--- config.mk ---
export PLATFORM = sky130hd
export DESIGN_NAME = core_run_monitor
export DESIGN_NICKNAME = d
export VERILOG_FILES = /design/src/rtl/core_run_monitor.sv
export SDC_FILE = /design/constraint.sdc
export NUM_CORES = 1
export LEC_CHECK = 0
export BUFFER_PORTS_ARGS = -buffer_cell sky130_fd_sc_hd__buf_2
export CAP_MARGIN = 0
export CELL_PAD_IN_SITES_DETAIL_PLACEMENT = 0
export CELL_PAD_IN_SITES_GLOBAL_PLACEMENT = 1
export CORE_MARGIN = 2
export CORE_UTILIZATION = 42
export CTS_BUF_LIST = sky130_fd_sc_hd__clkbuf_4 sky130_fd_sc_hd__clkbuf_8
export DETAILED_ROUTE_END_ITERATION = 10
export HOLD_SLACK_MARGIN = 0.15
export PLACE_DENSITY_LB_ADDON = 0.1
export SETUP_SLACK_MARGIN = 0.3
export SLEW_MARGIN = 0
export SYNTH_ARGS = -nofsm -noshare
export SYNTH_HDL_FRONTEND = slang
export SYNTH_SLANG_ARGS = --single-unit
--- constraint.sdc ---
create_clock -name i_clk -period 2.45 [get_ports i_clk]
set_clock_uncertainty 0.2 [all_clocks]
set_input_delay 0.3675 -clock i_clk [delete_from_list [all_inputs] [get_ports i_clk]]
set_output_delay 0.3675 -clock i_clk [all_outputs]
set_load 0.01 [all_outputs]
--- src/rtl/core_run_monitor.sv ---
// Run controller and retirement monitor for the single-cycle core: sequences the
// core reset, drives the switch stimulus, counts cycles/retirements, detects halt/timeout.
module core_run_monitor #(
  parameter int PC_W           = 32,
  parameter int CNT_W          = 32,
  parameter int SW_W           = 32,
  parameter int RST_CYCLES     = 2,
  parameter int HALT_REPEAT    = 4,
  parameter int TIMEOUT_CYCLES = 100,
  parameter logic [SW_W-1:0] SW_IDLE = '0,
  parameter logic [SW_W-1:0] SW_STIM = SW_W'(32'hDEADBEEF)
) (
  input  logic             i_clk,
  input  logic             i_rst_n,
  input  logic             i_restart,
  input  logic [PC_W-1:0]  i_pc_debug,
  input  logic             i_insn_vld,
  output logic             o_core_rst_n,
  output logic [SW_W-1:0]  o_io_sw,
  output logic [CNT_W-1:0] o_cycle_cnt,
  output logic [CNT_W-1:0] o_retired_cnt,
  output logic             o_halt,
  output logic             o_timeout,
  output logic             o_done
);

  // state | meaning
  // HOLD  | core held in reset, hold counter running
  // RUN   | core released, counting cycles and retirements
  // DONE  | halt or timeout seen, counters frozen until restart
  localparam logic [1:0] ST_HOLD = 2'd0;
  localparam logic [1:0] ST_RUN  = 2'd1;
  localparam logic [1:0] ST_DONE = 2'd2;

  localparam int HOLD_W = (RST_CYCLES > 1) ? $clog2(RST_CYCLES) : 1;
  localparam int REP_W  = $clog2(HALT_REPEAT + 1);
  localparam logic [HOLD_W-1:0] HOLD_LAST = HOLD_W'(RST_CYCLES - 1);
  localparam logic [REP_W-1:0]  REP_MAX   = REP_W'(HALT_REPEAT);
  localparam logic [CNT_W-1:0]  TO_LAST   = CNT_W'(TIMEOUT_CYCLES - 1);

  logic [1:0]       state_q, state_d;
  logic [HOLD_W-1:0] hold_q, hold_d;
  logic [CNT_W-1:0] cycle_q, cycle_d;
  logic [CNT_W-1:0] retired_q, retired_d;
  logic [PC_W-1:0]  last_pc_q, last_pc_d;
  logic [REP_W-1:0] rep_q, rep_d;
  logic             halt_q, halt_d;
  logic             timeout_q, timeout_d;
  logic             done_q, done_d;
  logic             core_rst_n_q, core_rst_n_d;
  logic [SW_W-1:0]  io_sw_q, io_sw_d;
  logic [REP_W-1:0] rep_upd;

  // rep_q == 0 marks an empty tracker, so the first valid after HOLD always loads
  assign rep_upd = ((rep_q != '0) && (i_pc_debug == last_pc_q)) ? rep_q + 1'b1 : REP_W'(1);

  always_comb begin
    state_d   = state_q;
    hold_d    = hold_q;
    cycle_d   = cycle_q;
    retired_d = retired_q;
    last_pc_d = last_pc_q;
    rep_d     = rep_q;
    halt_d    = halt_q;
    timeout_d = timeout_q;
    done_d    = done_q;
    if (i_restart) begin
      state_d   = ST_HOLD;
      hold_d    = '0;
      cycle_d   = '0;
      retired_d = '0;
      last_pc_d = '0;
      rep_d     = '0;
      halt_d    = 1'b0;
      timeout_d = 1'b0;
      done_d    = 1'b0;
    end else begin
      case (state_q)
        ST_HOLD: begin
          if (hold_q == HOLD_LAST) begin
            state_d = ST_RUN;
            hold_d  = '0;
          end else begin
            hold_d = hold_q + 1'b1;
          end
        end
        ST_RUN: begin
          cycle_d = cycle_q + 1'b1;
          if (i_insn_vld) begin
            retired_d = retired_q + 1'b1;
            last_pc_d = i_pc_debug;
            rep_d     = rep_upd;
          end
          // halt outranks a timeout landing on the same clock
          if (i_insn_vld && (rep_upd == REP_MAX)) begin
            halt_d  = 1'b1;
            done_d  = 1'b1;
            state_d = ST_DONE;
          end else if (cycle_q == TO_LAST) begin
            timeout_d = 1'b1;
            done_d    = 1'b1;
            state_d   = ST_DONE;
          end
        end
        default: ;
      endcase
    end
    core_rst_n_d = (state_d != ST_HOLD);
    io_sw_d      = (state_d == ST_HOLD) ? SW_IDLE : SW_STIM;
  end

  always_ff @(posedge i_clk or negedge i_rst_n) begin
    if (!i_rst_n) begin
      state_q      <= ST_HOLD;
      hold_q       <= '0;
      cycle_q      <= '0;
      retired_q    <= '0;
      last_pc_q    <= '0;
      rep_q        <= '0;
      halt_q       <= 1'b0;
      timeout_q    <= 1'b0;
      done_q       <= 1'b0;
      core_rst_n_q <= 1'b0;
      io_sw_q      <= SW_IDLE;
    end else begin
      state_q      <= state_d;
      hold_q       <= hold_d;
      cycle_q      <= cycle_d;
      retired_q    <= retired_d;
      last_pc_q    <= last_pc_d;
      rep_q        <= rep_d;
      halt_q       <= halt_d;
      timeout_q    <= timeout_d;
      done_q       <= done_d;
      core_rst_n_q <= core_rst_n_d;
      io_sw_q      <= io_sw_d;
    end
  end

  assign o_core_rst_n  = core_rst_n_q;
  assign o_io_sw       = io_sw_q;
  assign o_cycle_cnt   = cycle_q;
  assign o_retired_cnt = retired_q;
  assign o_halt        = halt_q;
  assign o_timeout     = timeout_q;
  assign o_done        = done_q;

endmodule

==> results.cfg <==
[worst_setup_path]
cp_slowest_cell = dlygate4sd3_1
critPathKind = input port to flip-flop
end_kind = flip-flop
crit_path_cell_trace = dlygate4sd3_1, buf_2, xor2_1, nor4_1, nand4_1, nor3_2, buf_4, and3_4, o31a_1
reg2reg_slack_ps = 410
crit_path_max_incr_delay_ps = 550
start_kind = input port
path_max_fanout = 6
arrival_ps = 2190
critPathRequiredTime_ps = 2560

[placement]
hpwlAfterDp_mm = 8.513
portBuffers = 127
place_inst = 852
gp_congestion = 0.7410
dpl_cell_area_mm2 = 0.006160

[sta]
grt_setup_unrepaired = yes
setup_violations = 0
worst_pin_slew_ps = 570.1
hold_ws_ps = 272.1
fmax_mhz = 481.6
drv_slew = 0
period_needed_ps = 2076
max_slew_margin_pct = 61.99
hold_viol = 0
fin_crit_sh_pct = 84.75
timing.setup.tns_ps = 0

[logic_synthesis]
yosysSeqAreaShare_pct = 48.31
syn_inst = 587
ys_seq_elements = 106
synth_edf_count = 0
synth_top_area_share_pct = 48.31
synth.most_common_cell = dfrtp_1
synth.distinct_cells = 45
synth-main-ff-cell = dfrtp_1
synth_area_leader_cell = dfrtp_1
ys_top_cells_by_count = dfrtp_1 (106), nand2_1 (89), nor2_1 (69), xor2_1 (67), a21oi_1 (43)
ys_warn_count = 0
synthTopCellsByArea = dfrtp_1 (48%), xor2_1 (11%), nand2_1 (6.1%), nor2_1 (4.7%), buf_4 (4.6%)
synth_area_mm2 = 0.005490
synth_area_per_cell_um2 = 9.353
synthArstFlopShare_pct = 100.0

[final_layout]
synthToLayoutAreaGrowth_pct = 25.27
antennaDiodeCount = 0
drive_above_1_share_pct = 26.32
stdcell_area_mm2 = 0.006878
fin_cells = 909
layout.nets = 772
fin_util_pct = 54.28

[job]
maxCapViolations = 0

[grt]
grt_usage_pct = 19.27
grt_pass1_wl_mm = 21.96
grt_max_degree = 107
antenna_found_initial = 0
grt_overflow = 0
grt_pass1_vias = 4391

[routing]
wl_mm = 13.05
vias_per_cell = 4.969
first_pass_iters = 4
avgRoutedWirePerCell_um = 14.36
ant_nets = 0
drc_errors = 0
drtIter0Drc = 251
via_count = 4517

[floorplan]
core_mm2 = 0.01267
io_pins = 136
start_util_pct = 43.33
rows = 41
die_w_um = 118.3
die_area_mm2 = 0.01400
fp.dieH_um = 118.3

[pwr]
max-vdd-ir-drop_v = 0.0003570
power_density_mw_per_mm2 = 495.0
power.leakage_uw = 0.003384

[clock_tree]
cts_made_buffers = 9
cts_tree = done
path_clk_slew_ps = 100
ctsRootBufferMaster = clkbuf_8
clock-sinks = 106
htreeDepth = 3
cts.path.max_buffers = 2
clkLatencyLatePin_ps = 370

[run_status]
status = completed

[worst_hold_path]
hold_class = input port to flip-flop
==> worst max-delay path: cells and delay by family <==
| family | cells | cell delay [ps] |
|---|---|---|
| buffers and inverters | 3 | 860 |
| AND/OR/NAND/NOR | 4 | 700 |
| XOR/XNOR | 1 | 130 |
| AO/OA/AOI/OAI | 1 | 130 |
==> flip-flops by register name (all words and copies together), names as in the netlist, 2 cells and up <==
| register | cells |
|---|---|
| rep_q | 3 |
| state_q | 2 |
| o_retired_cnt | 32 |
| o_cycle_cnt | 32 |
| last_pc_q | 32 |
==> cells in the final DEF (no fill, tap or decap), drive strengths merged, types with 10 or more instances in the layout <==
cell type	count
nor2	69
nor4	18
inv	10
dfrtp	106
dlygate4sd3	29
xor2	67
a21oi	43
buf	149
nand2	89
clkbuf	11
nand3	27
xnor2	20
nand4	17
and3	10
==> cells by family after synthesis <==
kind of cell	count (synthesis)	synth area share [%]
simple gates	260	23.11
xor+xnor	87	13.88
buf+inv	65	6.928
fa+ha+maj	4	0.9116
mux	1	0.2051
flops	106	48.31
compound gates	63	6.586
other cells	1	0.06830
==> what timing repair did <==
action / in CTS / in global routing
pin swaps: 0 / 12
resized for setup: 2 / 25
hold buffers: 33 / 0
setup endpoints to repair: 3 / 26
hold endpoints to repair: 138 / 0
setup buffers: 0 / 8
==> path summary, 6_finish.rpt <==
kind	startpoint	cells past startpoint	to
max in group asynchronous	i_rst_n	3	o_cycle_cnt[3]$_DFFE_PN0P_
worst max-delay path	i_pc_debug[31]	9	o_done$_DFFE_PN0P_
worst min register to register	o_halt$_DFFE_PN0P_	1	o_halt$_DFFE_PN0P_
worst max register to register	last_pc_q[25]$_DFFE_PN0P_	7	o_done$_DFFE_PN0P_
min in group asynchronous	i_rst_n	3	o_retired_cnt[8]$_DFFE_PN0P_
worst min-delay path	i_pc_debug[19]	4	last_pc_q[19]$_DFFE_PN0P_
==> layer usage <==
metal  wire length, um  vias up  track usage [%]
met2              6063      124            29.91
met4               239        0            6.777
li1                  -     2208                -
met1              6026     2169            26.86
met3               719       16            3.764
met5                 0        -                0
==> area by class of cell <==
cell class	count	area (um2)
fillers	1198	5793
well taps	172	215.2
clock buffers	11	145.1
repair buffers	182	1171
clock inverters	5	77.57
inverters	10	37.54
flip-flops and latches	106	2658
multi-input cells	423	2574
==> per-stage QoR <==
stage          power [uW]  setup WS, ps
3_5_place_dp         2189         232.4
3_3_place_gp         2186         257.4
4_1_cts              3447         289.3
6_report             3405         373.5
2_1_floorplan        2086         395.3
5_1_grt              3587         279.8
==> power breakdown <==
part | total (uW) | internal [uW] | switching, uW | leakage [uW]
combinational | 387 | 164 | 223 | 0.00181
sequential | 1820 | 1780 | 34.6 | 0.00146
clock | 1200 | 612 | 589 | 0.000113
total | 3400 | 2560 | 847 | 0.00338
No activity file was read; power rests on OpenSTA's default activity.
